`config.mk`:
```
export PLATFORM = sky130hd
export DESIGN_NAME = pconv_mac_unit_flat
export DESIGN_NICKNAME = d
export VERILOG_FILES = /design/src/rtl/pconv_mac_unit_if.sv /design/src/rtl/pconv_mac_unit.sv /design/src/flat_wrapper.sv
export SDC_FILE = /design/constraint.sdc
export NUM_CORES = 2
export LEC_CHECK = 0
export CORE_UTILIZATION = 60
export DETAILED_ROUTE_END_ITERATION = 12
export DONT_BUFFER_PORTS = 1
export GPL_ROUTABILITY_DRIVEN = 0
export PLACE_DENSITY = 0.74
export SETUP_SLACK_MARGIN = 0.15
export SLEW_MARGIN = 20
export SYNTH_ARGS = -nofsm -noshare
export SYNTH_HDL_FRONTEND = slang
export SYNTH_SLANG_ARGS = --single-unit
```
`constraint.sdc`:
```
create_clock -name clk -period 11.3 [get_ports clk]
set_input_delay 1.695 -clock clk [delete_from_list [all_inputs] [get_ports clk]]
set_output_delay 1.695 -clock clk [all_outputs]
set_load 0.01 [all_outputs]
```
`src/rtl/pconv_mac_unit_if.sv`:
```
// Stream-side bundle of the point-wise conv MAC: activation/weight pairs and per-pixel
// configuration flow in from the window buffers, results flow out toward pooling.
interface pconv_mac_unit_if #(
    parameter int N       = 16,
    parameter int ACC_W   = 40,
    parameter int SHIFT_W = 5
);
    logic                      input_vld;
    logic signed [N-1:0]       input_din;
    logic signed [N-1:0]       weight_din;
    logic signed [ACC_W-1:0]   bias_din;
    logic        [SHIFT_W-1:0] shift_din;
    logic                      relu_en;
    logic signed [N-1:0]       conv_dout;
    logic                      conv_dout_vld;
    logic                      busy;

    modport master (
        output input_vld, input_din, weight_din, bias_din, shift_din, relu_en,
        input  conv_dout, conv_dout_vld, busy
    );

    modport slave (
        input  input_vld, input_din, weight_din, bias_din, shift_din, relu_en,
        output conv_dout, conv_dout_vld, busy
    );
endinterface

```
`src/rtl/pconv_mac_unit.sv`:
```
// Multi-channel point-wise conv MAC: multiply, accumulate IN_CH channels, then
// bias, rounded shift, optional ReLU and saturation into one strobed result.
module pconv_mac_unit #(
    parameter int N       = 16,
    parameter int IN_CH   = 4,
    parameter int ACC_W   = 40,
    parameter int SHIFT_W = 5
) (
    input  logic clk,
    input  logic rst,
    input  logic ce,
    pconv_mac_unit_if.slave bus
);
    localparam int CNT_W = (IN_CH > 1) ? $clog2(IN_CH) : 1;
    localparam int OUT_W = ACC_W + 2;
    localparam logic signed [OUT_W-1:0] SAT_MAX = {{(OUT_W-N+1){1'b0}}, {(N-1){1'b1}}};
    localparam logic signed [OUT_W-1:0] SAT_MIN = {{(OUT_W-N+1){1'b1}}, {(N-1){1'b0}}};

    logic        [CNT_W-1:0]   cnt_q, cnt_d;
    logic signed [2*N-1:0]     prod_q, prod_d;
    logic                      s1_vld_q, s1_vld_d;
    logic                      s1_first_q, s1_first_d;
    logic                      s1_last_q, s1_last_d;
    logic signed [ACC_W-1:0]   s1_bias_q, s1_bias_d;
    logic        [SHIFT_W-1:0] s1_shift_q, s1_shift_d;
    logic                      s1_relu_q, s1_relu_d;
    logic signed [ACC_W-1:0]   acc_q, acc_d;
    logic                      s2_last_q, s2_last_d;
    logic signed [ACC_W-1:0]   s2_bias_q, s2_bias_d;
    logic        [SHIFT_W-1:0] s2_shift_q, s2_shift_d;
    logic                      s2_relu_q, s2_relu_d;
    logic signed [N-1:0]       dout_q, dout_d;
    logic                      dout_vld_q, dout_vld_d;

    logic                      accept;
    logic                      first_ch;
    logic                      last_ch;
    logic                      adv1;
    logic signed [2*N-1:0]     a_ext;
    logic signed [2*N-1:0]     w_ext;
    logic signed [OUT_W-1:0]   sum_s;
    logic signed [OUT_W-1:0]   rnd;
    logic signed [OUT_W-1:0]   shifted;
    logic signed [OUT_W-1:0]   relu_r;
    logic signed [N-1:0]       sat_val;

    // Input side: channel counter, S1 product and channel-0 config capture.
    always_comb begin
        accept   = ce & bus.input_vld;
        first_ch = (cnt_q == '0);
        last_ch  = (cnt_q == CNT_W'(IN_CH - 1));
        a_ext    = {{N{bus.input_din[N-1]}}, bus.input_din};
        w_ext    = {{N{bus.weight_din[N-1]}}, bus.weight_din};

        cnt_d      = cnt_q;
        prod_d     = prod_q;
        s1_vld_d   = s1_vld_q;
        s1_first_d = s1_first_q;
        s1_last_d  = s1_last_q;
        s1_bias_d  = s1_bias_q;
        s1_shift_d = s1_shift_q;
        s1_relu_d  = s1_relu_q;

        if (ce) begin
            s1_vld_d = accept;
        end
        if (accept) begin
            cnt_d      = last_ch ? '0 : cnt_q + CNT_W'(1);
            prod_d     = a_ext * w_ext;
            s1_first_d = first_ch;
            s1_last_d  = last_ch;
            if (first_ch) begin
                s1_bias_d  = bus.bias_din;
                s1_shift_d = bus.shift_din;
                s1_relu_d  = bus.relu_en;
            end
        end
    end

    // Config travels with the channel-0 token so a back-to-back pixel cannot
    // overwrite the settings of the pixel still being finished.
    always_comb begin
        adv1 = ce & s1_vld_q;

        acc_d      = acc_q;
        s2_last_d  = s2_last_q;
        s2_bias_d  = s2_bias_q;
        s2_shift_d = s2_shift_q;
        s2_relu_d  = s2_relu_q;

        if (ce) begin
            s2_last_d = s1_vld_q & s1_last_q;
        end
        if (adv1) begin
            if (s1_first_q) begin
                acc_d      = ACC_W'(prod_q);
                s2_bias_d  = s1_bias_q;
                s2_shift_d = s1_shift_q;
                s2_relu_d  = s1_relu_q;
            end else begin
                acc_d = acc_q + ACC_W'(prod_q);
            end
        end
    end

    // Output arithmetic: bias, round-half-up arithmetic shift, ReLU, saturate.
    always_comb begin
        sum_s = OUT_W'(acc_q) + OUT_W'(s2_bias_q);
        rnd   = '0;
        if (s2_shift_q != '0) begin
            rnd = OUT_W'(1) << (s2_shift_q - SHIFT_W'(1));
        end
        shifted = (sum_s + rnd) >>> s2_shift_q;
        relu_r  = (s2_relu_q && (shifted < 0)) ? '0 : shifted;

        if (relu_r > SAT_MAX) begin
            sat_val = {1'b0, {(N-1){1'b1}}};
        end else if (relu_r < SAT_MIN) begin
            sat_val = {1'b1, {(N-1){1'b0}}};
        end else begin
            sat_val = relu_r[N-1:0];
        end

        dout_d     = dout_q;
        dout_vld_d = dout_vld_q;
        if (ce) begin
            dout_vld_d = s2_last_q;
            if (s2_last_q) begin
                dout_d = sat_val;
            end
        end
    end

    always_ff @(posedge clk) begin
        if (rst) begin
            cnt_q      <= '0;
            prod_q     <= '0;
            s1_vld_q   <= 1'b0;
            s1_first_q <= 1'b0;
            s1_last_q  <= 1'b0;
            s1_bias_q  <= '0;
            s1_shift_q <= '0;
            s1_relu_q  <= 1'b0;
            acc_q      <= '0;
            s2_last_q  <= 1'b0;
            s2_bias_q  <= '0;
            s2_shift_q <= '0;
            s2_relu_q  <= 1'b0;
            dout_q     <= '0;
            dout_vld_q <= 1'b0;
        end else begin
            cnt_q      <= cnt_d;
            prod_q     <= prod_d;
            s1_vld_q   <= s1_vld_d;
            s1_first_q <= s1_first_d;
            s1_last_q  <= s1_last_d;
            s1_bias_q  <= s1_bias_d;
            s1_shift_q <= s1_shift_d;
            s1_relu_q  <= s1_relu_d;
            acc_q      <= acc_d;
            s2_last_q  <= s2_last_d;
            s2_bias_q  <= s2_bias_d;
            s2_shift_q <= s2_shift_d;
            s2_relu_q  <= s2_relu_d;
            dout_q     <= dout_d;
            dout_vld_q <= dout_vld_d;
        end
    end

    assign bus.conv_dout     = dout_q;
    assign bus.conv_dout_vld = dout_vld_q;
    assign bus.busy          = (cnt_q != '0) | s1_vld_q | s2_last_q | dout_vld_q;
endmodule
```
`src/flat_wrapper.sv`:
```
// flat-port wrapper written by rule: the top's interface ports become plain ports
module pconv_mac_unit_flat 
#(
    parameter int N       = 16,
    parameter int IN_CH   = 4,
    parameter int ACC_W   = 40,
    parameter int SHIFT_W = 5
)
  (clk, rst, ce, bus_input_vld, bus_input_din, bus_weight_din, bus_bias_din, bus_shift_din, bus_relu_en, bus_conv_dout, bus_conv_dout_vld, bus_busy);
  pconv_mac_unit_if #(.N(N), .ACC_W(ACC_W), .SHIFT_W(SHIFT_W)) bus_i ();
  input  logic clk;
  input  logic rst;
  input  logic ce;
  input wire logic [$bits(bus_i.input_vld)-1:0] bus_input_vld;
  input wire logic [$bits(bus_i.input_din)-1:0] bus_input_din;
  input wire logic [$bits(bus_i.weight_din)-1:0] bus_weight_din;
  input wire logic [$bits(bus_i.bias_din)-1:0] bus_bias_din;
  input wire logic [$bits(bus_i.shift_din)-1:0] bus_shift_din;
  input wire logic [$bits(bus_i.relu_en)-1:0] bus_relu_en;
  output wire logic [$bits(bus_i.conv_dout)-1:0] bus_conv_dout;
  output wire logic [$bits(bus_i.conv_dout_vld)-1:0] bus_conv_dout_vld;
  output wire logic [$bits(bus_i.busy)-1:0] bus_busy;
  assign bus_i.input_vld = bus_input_vld;
  assign bus_i.input_din = bus_input_din;
  assign bus_i.weight_din = bus_weight_din;
  assign bus_i.bias_din = bus_bias_din;
  assign bus_i.shift_din = bus_shift_din;
  assign bus_i.relu_en = bus_relu_en;
  assign bus_conv_dout = bus_i.conv_dout;
  assign bus_conv_dout_vld = bus_i.conv_dout_vld;
  assign bus_busy = bus_i.busy;
  pconv_mac_unit #(.N(N), .IN_CH(IN_CH), .ACC_W(ACC_W), .SHIFT_W(SHIFT_W)) u_core (.clk(clk), .rst(rst), .ce(ce), .bus(bus_i));
endmodule
```
---- Word level (Yosys, flattened, before mapping) ----
Index checks and enable logic that the tools add are counted.
storage, ports and cells
  logic and storage cells ................. 46
  register bits after elaboration ......... 187
cells by class
  bitwise operators ....................... 6
  equal/unequal tests ..................... 1
  add/sub/neg operators ................... 5
  reduce and logical (&&, ||, !) cells .... 7
  $lt $le $gt $ge ......................... 3
  shifts and indexed selects .............. 2
  mux-type cells .......................... 6
  $mul .................................... 1
operator list
  operator                                                                           number
  42-bit two-way mux                                                                 2
  42-bit adder                                                                       1
  42-bit by 16-bit greater-than comparator with 1-bit output, second input constant  1
  42-bit by 1-bit less-than comparator with 1-bit output, second input constant      1
  42-bit by 16-bit less-than comparator with 1-bit output, second input constant     1
  1-bit by 5-bit << shifter with 42-bit output, first input constant                 1
  42-bit by 5-bit >>> shifter with 42-bit output                                     1
  40-bit by 40-bit adder with 41-bit output                                          1
  40-bit by 32-bit adder with 40-bit output                                          1
  40-bit two-way mux                                                                 1
  16-bit by 16-bit multiplier with 32-bit output                                     1
  16-bit two-way mux                                                                 2
  2-bit AND reduction                                                                3
  5-bit nonzero test                                                                 1
  5-bit by 1-bit subtractor with 5-bit output, second input constant                 1
  1-bit AND                                                                          3
  1-bit OR                                                                           3
  2-bit by 1-bit adder with 2-bit output, second input constant                      1
  2-bit == test, second input constant                                               1
  2-bit zero test                                                                    1
  2-bit two-way mux                                                                  1
  2-bit nonzero test                                                                 1
  1-bit logical AND                                                                  1

---- Longest topological paths before layout ----
  depth after elaboration ................. 11
  mapped depth ............................ 35
  mapped depth without buffers ............ 33

---- Worst setup path before layout ----
Ideal clock, no wire load.
  kind .................................... input-to-reg
  from .................................... input port bus_input_din[5]
  to ...................................... register u_core.prod_q[31]
  arrival ................................. 8249 ps
  path buffers ............................ 1
  data required time ...................... 11180 ps
  stages .................................. 26
  setup time .............................. 120 ps
  slack ................................... 2931 ps
  cells stage by stage .................... clkbuf_1 > nand2_1 > fa_1 > inv_1 > fa_1 > inv_1 > fa_1 > fa_1 > inv_1 > fa_1 > fa_1 > ha_1 > and3_1 > a21oi_1 > o21ai_0 > o41ai_1 > o21ai_0 > o41a_1 > a41oi_1 > a21oi_1 > a21o_1 > a21oi_1 > o21ai_0 > a31oi_1 > nor4b_1 > a211o_1
between the ends
  longest elaborated chain between the ends .. 1
RTL lines
  item                                            line                   RTL
  start, declared                                 flat_wrapper.sv:15     input wire logic [$bits(bus_i.input_din)-1:0] bus_input_din;
  16-bit by 16-bit multiplier with 32-bit output  pconv_mac_unit.sv:69   prod_d = a_ext * w_ext;
  end signal, assigned                            pconv_mac_unit.sv:153  prod_q <= prod_d;
  end, declared                                   pconv_mac_unit.sv:20   logic signed [2*N-1:0] prod_q, prod_d;
Every way passes these cells.
A chain may end at the register's enable or synchronous reset.

---- Worst setup path in the final report ----
  from .................................... register u_core.s2_bias_q[0]
  to ...................................... register u_core.dout_q[3] (netlist: u_core.bus.conv_dout[3])
between the ends
  longest elaborated chain between the ends .. 9
  elaborated cells on any way between the ends .. 10
  those cells by class .................... add/sub: 2; order compare: 3; shift: 1; mux: 3; reduce/logical: 1
RTL lines
  item                                                     line                   RTL
  start, declared                                          pconv_mac_unit.sv:29   logic signed [ACC_W-1:0] s2_bias_q, s2_bias_d;
  start signal, assigned                                   pconv_mac_unit.sv:162  s2_bias_q <= s2_bias_d;
  40-bit by 40-bit adder with 41-bit output *              pconv_mac_unit.sv:108  sum_s = OUT_W'(acc_q) + OUT_W'(s2_bias_q);
  42-bit adder *                                           pconv_mac_unit.sv:113  shifted = (sum_s + rnd) >>> s2_shift_q;
  42-bit by 5-bit >>> shifter with 42-bit output *         pconv_mac_unit.sv:113
  42-bit by 1-bit less-than comparator with 1-bit output   pconv_mac_unit.sv:114  relu_r = (s2_relu_q && (shifted < 0)) ? '0 : shifted;
  1-bit logical AND                                        pconv_mac_unit.sv:114
  42-bit two-way mux *                                     pconv_mac_unit.sv:114
  42-bit by 16-bit less-than comparator with 1-bit output  pconv_mac_unit.sv:118  end else if (relu_r < SAT_MIN) begin
  16-bit two-way mux                                       pconv_mac_unit.sv:118
  16-bit two-way mux *                                     pconv_mac_unit.sv:116  if (relu_r > SAT_MAX) begin
  end signal, assigned                                     pconv_mac_unit.sv:165  dout_q <= dout_d;
  end, declared                                            pconv_mac_unit.sv:32   logic signed [N-1:0] dout_q, dout_d;
Every way passes the cells marked *; elsewhere a longest branch is shown, timed or not.

==> results.sh <==
export IMPL_status="finished, final reports clean"
export IMPL_arrival_ns=9.25
export IMPL_worst_path_max_delay_cell="a222oi_1"
export IMPL_post_cts_buffers=0
export IMPL_rsz0062_at_grt="no"
export IMPL_grt_max_degree=203
export IMPL_vdd_drop_max_mv=0.526
export IMPL_grt_use_total=0.329
export IMPL_max_stage_delay_ns=0.69
export IMPL_start_kind="flip-flop"
export IMPL_portBuffers=0
export IMPL_worst_pin_slew_ns=1.05
export IMPL_cp_max_fo=15
export IMPL_timing_hold_ws_ns=0.451
export IMPL_cts_tree="built"
export IMPL_fp_dieH_um=208
export IMPL_cts_htree_levels=4
export IMPL_drt_first_pass_iters=8
export IMPL_area_growth_pct=2.85
export IMPL_num_io_pins=100
export IMPL_cts_resized=0
export IMPL_pwr_density_cell_nw_per_um2=244
export IMPL_rows=75
export IMPL_path_class="flip-flop to flip-flop"
export IMPL_multi_input_area_um2=19900
export IMPL_setup_viol=0
export IMPL_setup_tns_ns=0
export IMPL_antenna_found_initial=0
export IMPL_seq_area_um2=3740
export IMPL_cp_data_required_time_ns=11.68
export IMPL_leakage_nw=11.9
export IMPL_cts_buffers=17
export IMPL_fillers=3638
export IMPL_yosysUniqueCellTypes=98
export IMPL_rr_endpoint="u_core.bus.conv_dout[3]$_SDFFE_PP0P_"
export IMPL_rr_worst_depth=31
export IMPL_fin_area_um2=26200
export IMPL_max_clock_path_buffers=2
export IMPL_die_width_um=208
export IMPL_routed_wl_um=69700
export IMPL_min_path_type="flip-flop to flip-flop"
export IMPL_end_kind="flip-flop"
export IMPL_fin_crit_sh=0.785
export IMPL_grt_pass1_vias=22300
export IMPL_dr_first_iter_drc_count=2132
export IMPL_avgSynthCellArea_um2=7.87
export IMPL_clock_latency_ns=0.47
export IMPL_viasPerCell=6.22
export IMPL_synth_edff_count=0
export IMPL_clk_pin_slew_worst_paths_ns=0.09
export IMPL_yosysSeqAreaShare=0.147
export IMPL_num_vias=22800
export IMPL_slew_viol_final=0
export IMPL_hold_viol=0
export IMPL_dp_hpwl_um=55100
export IMPL_rrSetupSlack_ns=2.43
export IMPL_die_area_um2=43300
export IMPL_finalCriticalPeriod_ns=8.87
export IMPL_cts_root_buffer="clkbuf_16"
export IMPL_async_flop_share=0
export IMPL_grt_pass1_wl_um=115000
export IMPL_finClkSkew_ns=0.0152
export IMPL_max_slew_margin_rel=0.299
export IMPL_whs_endpoint="u_core.s2_bias_q[31]$_SDFFE_PP0P_"
export IMPL_synth_area_um2=25500
export IMPL_routedWlPerCell_um=19.1
export IMPL_fin_nets=3651
export IMPL_diodes=0
export IMPL_clock_fmax_ghz=0.113
export IMPL_syn_inst=3239
export IMPL_grt_overflow=0
export IMPL_synth_warnings=0
export IMPL_initial_core_util=0.608
export IMPL_core_area_um2=41900
export IMPL_hold_buffers=0
export IMPL_timing_rr_start="u_core.s2_bias_q[0]$_SDFFE_PP0P_"
export IMPL_drive_gt1_frac=0.0384
export IMPL_final_antenna_net_count=0
export IMPL_hp_start="u_core.s1_bias_q[31]$_SDFFE_PP0P_"
export IMPL_cap_violations=0
export IMPL_synth_seq_cells=187
export IMPL_holdPathStages=2
export IMPL_dpl_cell_area_um2=25600
export IMPL_synth_main_ff_cell="dfxtp_1"
export IMPL_clkSinkCount=187
export IMPL_syn_nets=3781
export IMPL_route_detailed_drc=0
logic make-up (layout without fill, tap and decap cells):
kind of cell,Yosys count,count (layout),share of synthesized area
AND/OR/NAND/NOR,1152,1152,0.205
multiplexers,75,75,0.0312
buffers and inverters,477,360,0.0718
XOR/XNOR,133,133,0.0460
AO/OA/AOI/OAI,754,754,0.195
adder cells (fa/ha/maj),460,460,0.304
other,1,1,0.000147
flip-flops,187,187,0.147
Yosys cell counts, types with 11 or more instances:
master | instances | share of area
nand2_1 | 565 | 0.083
inv_1 | 311 | 0.046
a21oi_1 | 286 | 0.056
fa_1 | 265 | 0.21
nor2_1 | 214 | 0.032
ha_1 | 195 | 0.096
dfxtp_1 | 187 | 0.15
clkbuf_1 | 131 | 0.019
and2_1 | 120 | 0.029
o21ai_0 | 110 | 0.022
xnor2_1 | 93 | 0.032
mux2i_1 | 58 | 0.023
a21o_1 | 57 | 0.017
nand3_1 | 46 | 0.0090
nor3_1 | 46 | 0.0090
a211oi_1 | 40 | 0.012
xor2_1 | 39 | 0.013
nand2b_1 | 34 | 0.0083
o211ai_1 | 30 | 0.0088
a31oi_1 | 26 | 0.0064
or3_1 | 24 | 0.0059
o21a_1 | 23 | 0.0068
buf_1 | 18 | 0.0027
nand4_1 | 18 | 0.0044
o21bai_1 | 18 | 0.0053
a311oi_1 | 17 | 0.0058
nor2b_1 | 16 | 0.0039
mux2_2 | 15 | 0.0066
and3_1 | 14 | 0.0034
o2111ai_1 | 11 | 0.0038
o21ai_1 | 11 | 0.0022
report_power, final:
| group | switching [mW] | internal (mW) |
|---|---|---|
| logic | 2.86 | 2.17 |
| registers | 0.0421 | 0.705 |
| clock network | 0.316 | 0.300 |
cell type report:
cell class / count / area share
multi-input cells: 2575 / 0.760
clock inverters: 15 / 0.00644
clock buffers: 17 / 0.0162
flip-flops and latches: 187 / 0.143
well taps: 539 / 0.0257
repair buffers: 12 / 0.00344
inverters: 316 / 0.0452
registers in the layout (all words and copies together) (netlist names):
| signal | cells |
|---|---|
| u_core.s2_shift_q | 5 |
| u_core.bus.conv_dout | 16 |
| u_core.prod_q | 32 |
| u_core.s1_bias_q | 40 |
| u_core.s1_last_q | 1 |
| u_core.cnt_q | 2 |
| u_core.s1_vld_q | 1 |
| u_core.s1_relu_q | 1 |
| u_core.acc_q | 40 |
| u_core.s1_shift_q | 5 |
| u_core.s2_bias_q | 40 |
| u_core.s2_relu_q | 1 |
| u_core.bus.conv_dout_vld | 1 |
| u_core.s1_first_q | 1 |
| u_core.s2_last_q | 1 |
worst max-delay path, delay by kind of cell, from the launching register on:
family	cells	cell delay, ns
buf+inv	1	0.06
xor+xnor	2	0.67
fa+ha+maj	3	1.02
compound gates	18	5.46
flops	1	0.42
simple gates	7	1.13
placed cells by master, fill, tap and decap left out, types with 93 or more instances in the layout:
cell type / netlist / layout
dfxtp_1: 187 / 186
nor2_1: 214 / 213
a21oi_1: 286 / 286
fa_1: 265 / 265
inv_1: 311 / 311
nand2_1: 565 / 565
and2_1: 120 / 118
xnor2_1: 93 / 93
ha_1: 195 / 195
o21ai_0: 110 / 110
layer usage:
layer  track usage  wire length, um
met5             0                0
met4         0.126             2470
met3        0.0426             4460
met2         0.570            34900
met1         0.416            27900
metrics by stage:
step	std cells	utilization	power, mW	setup WS, ns
after global placement	3629	0.611	5.69	2.58
after floorplan	3239	-	4.66	2.93
after global routing	3661	0.625	7.12	1.88
after detailed placement	3629	0.611	5.81	2.48
after CTS	3661	0.625	6.46	2.67
final	3661	0.625	6.39	2.43
how the worst max path moves through the flow:
stage | from | to | cells after the start
floorplan | bus_input_din[5] | u_core.prod_q[31]$_SDFFE_PP0P_ | 26
global placement | bus_weight_din[6] | u_core.prod_q[31]$_SDFFE_PP0P_ | 25
detailed placement | bus_weight_din[6] | u_core.prod_q[31]$_SDFFE_PP0P_ | 25
CTS | u_core.s2_bias_q[0]$_SDFFE_PP0P_ | u_core.bus.conv_dout[3]$_SDFFE_PP0P_ | 31
global route | u_core.s2_bias_q[0]$_SDFFE_PP0P_ | u_core.bus.conv_dout[3]$_SDFFE_PP0P_ | 31
finish | u_core.s2_bias_q[0]$_SDFFE_PP0P_ | u_core.bus.conv_dout[3]$_SDFFE_PP0P_ | 31
Power figures use the tool's default switching activity.
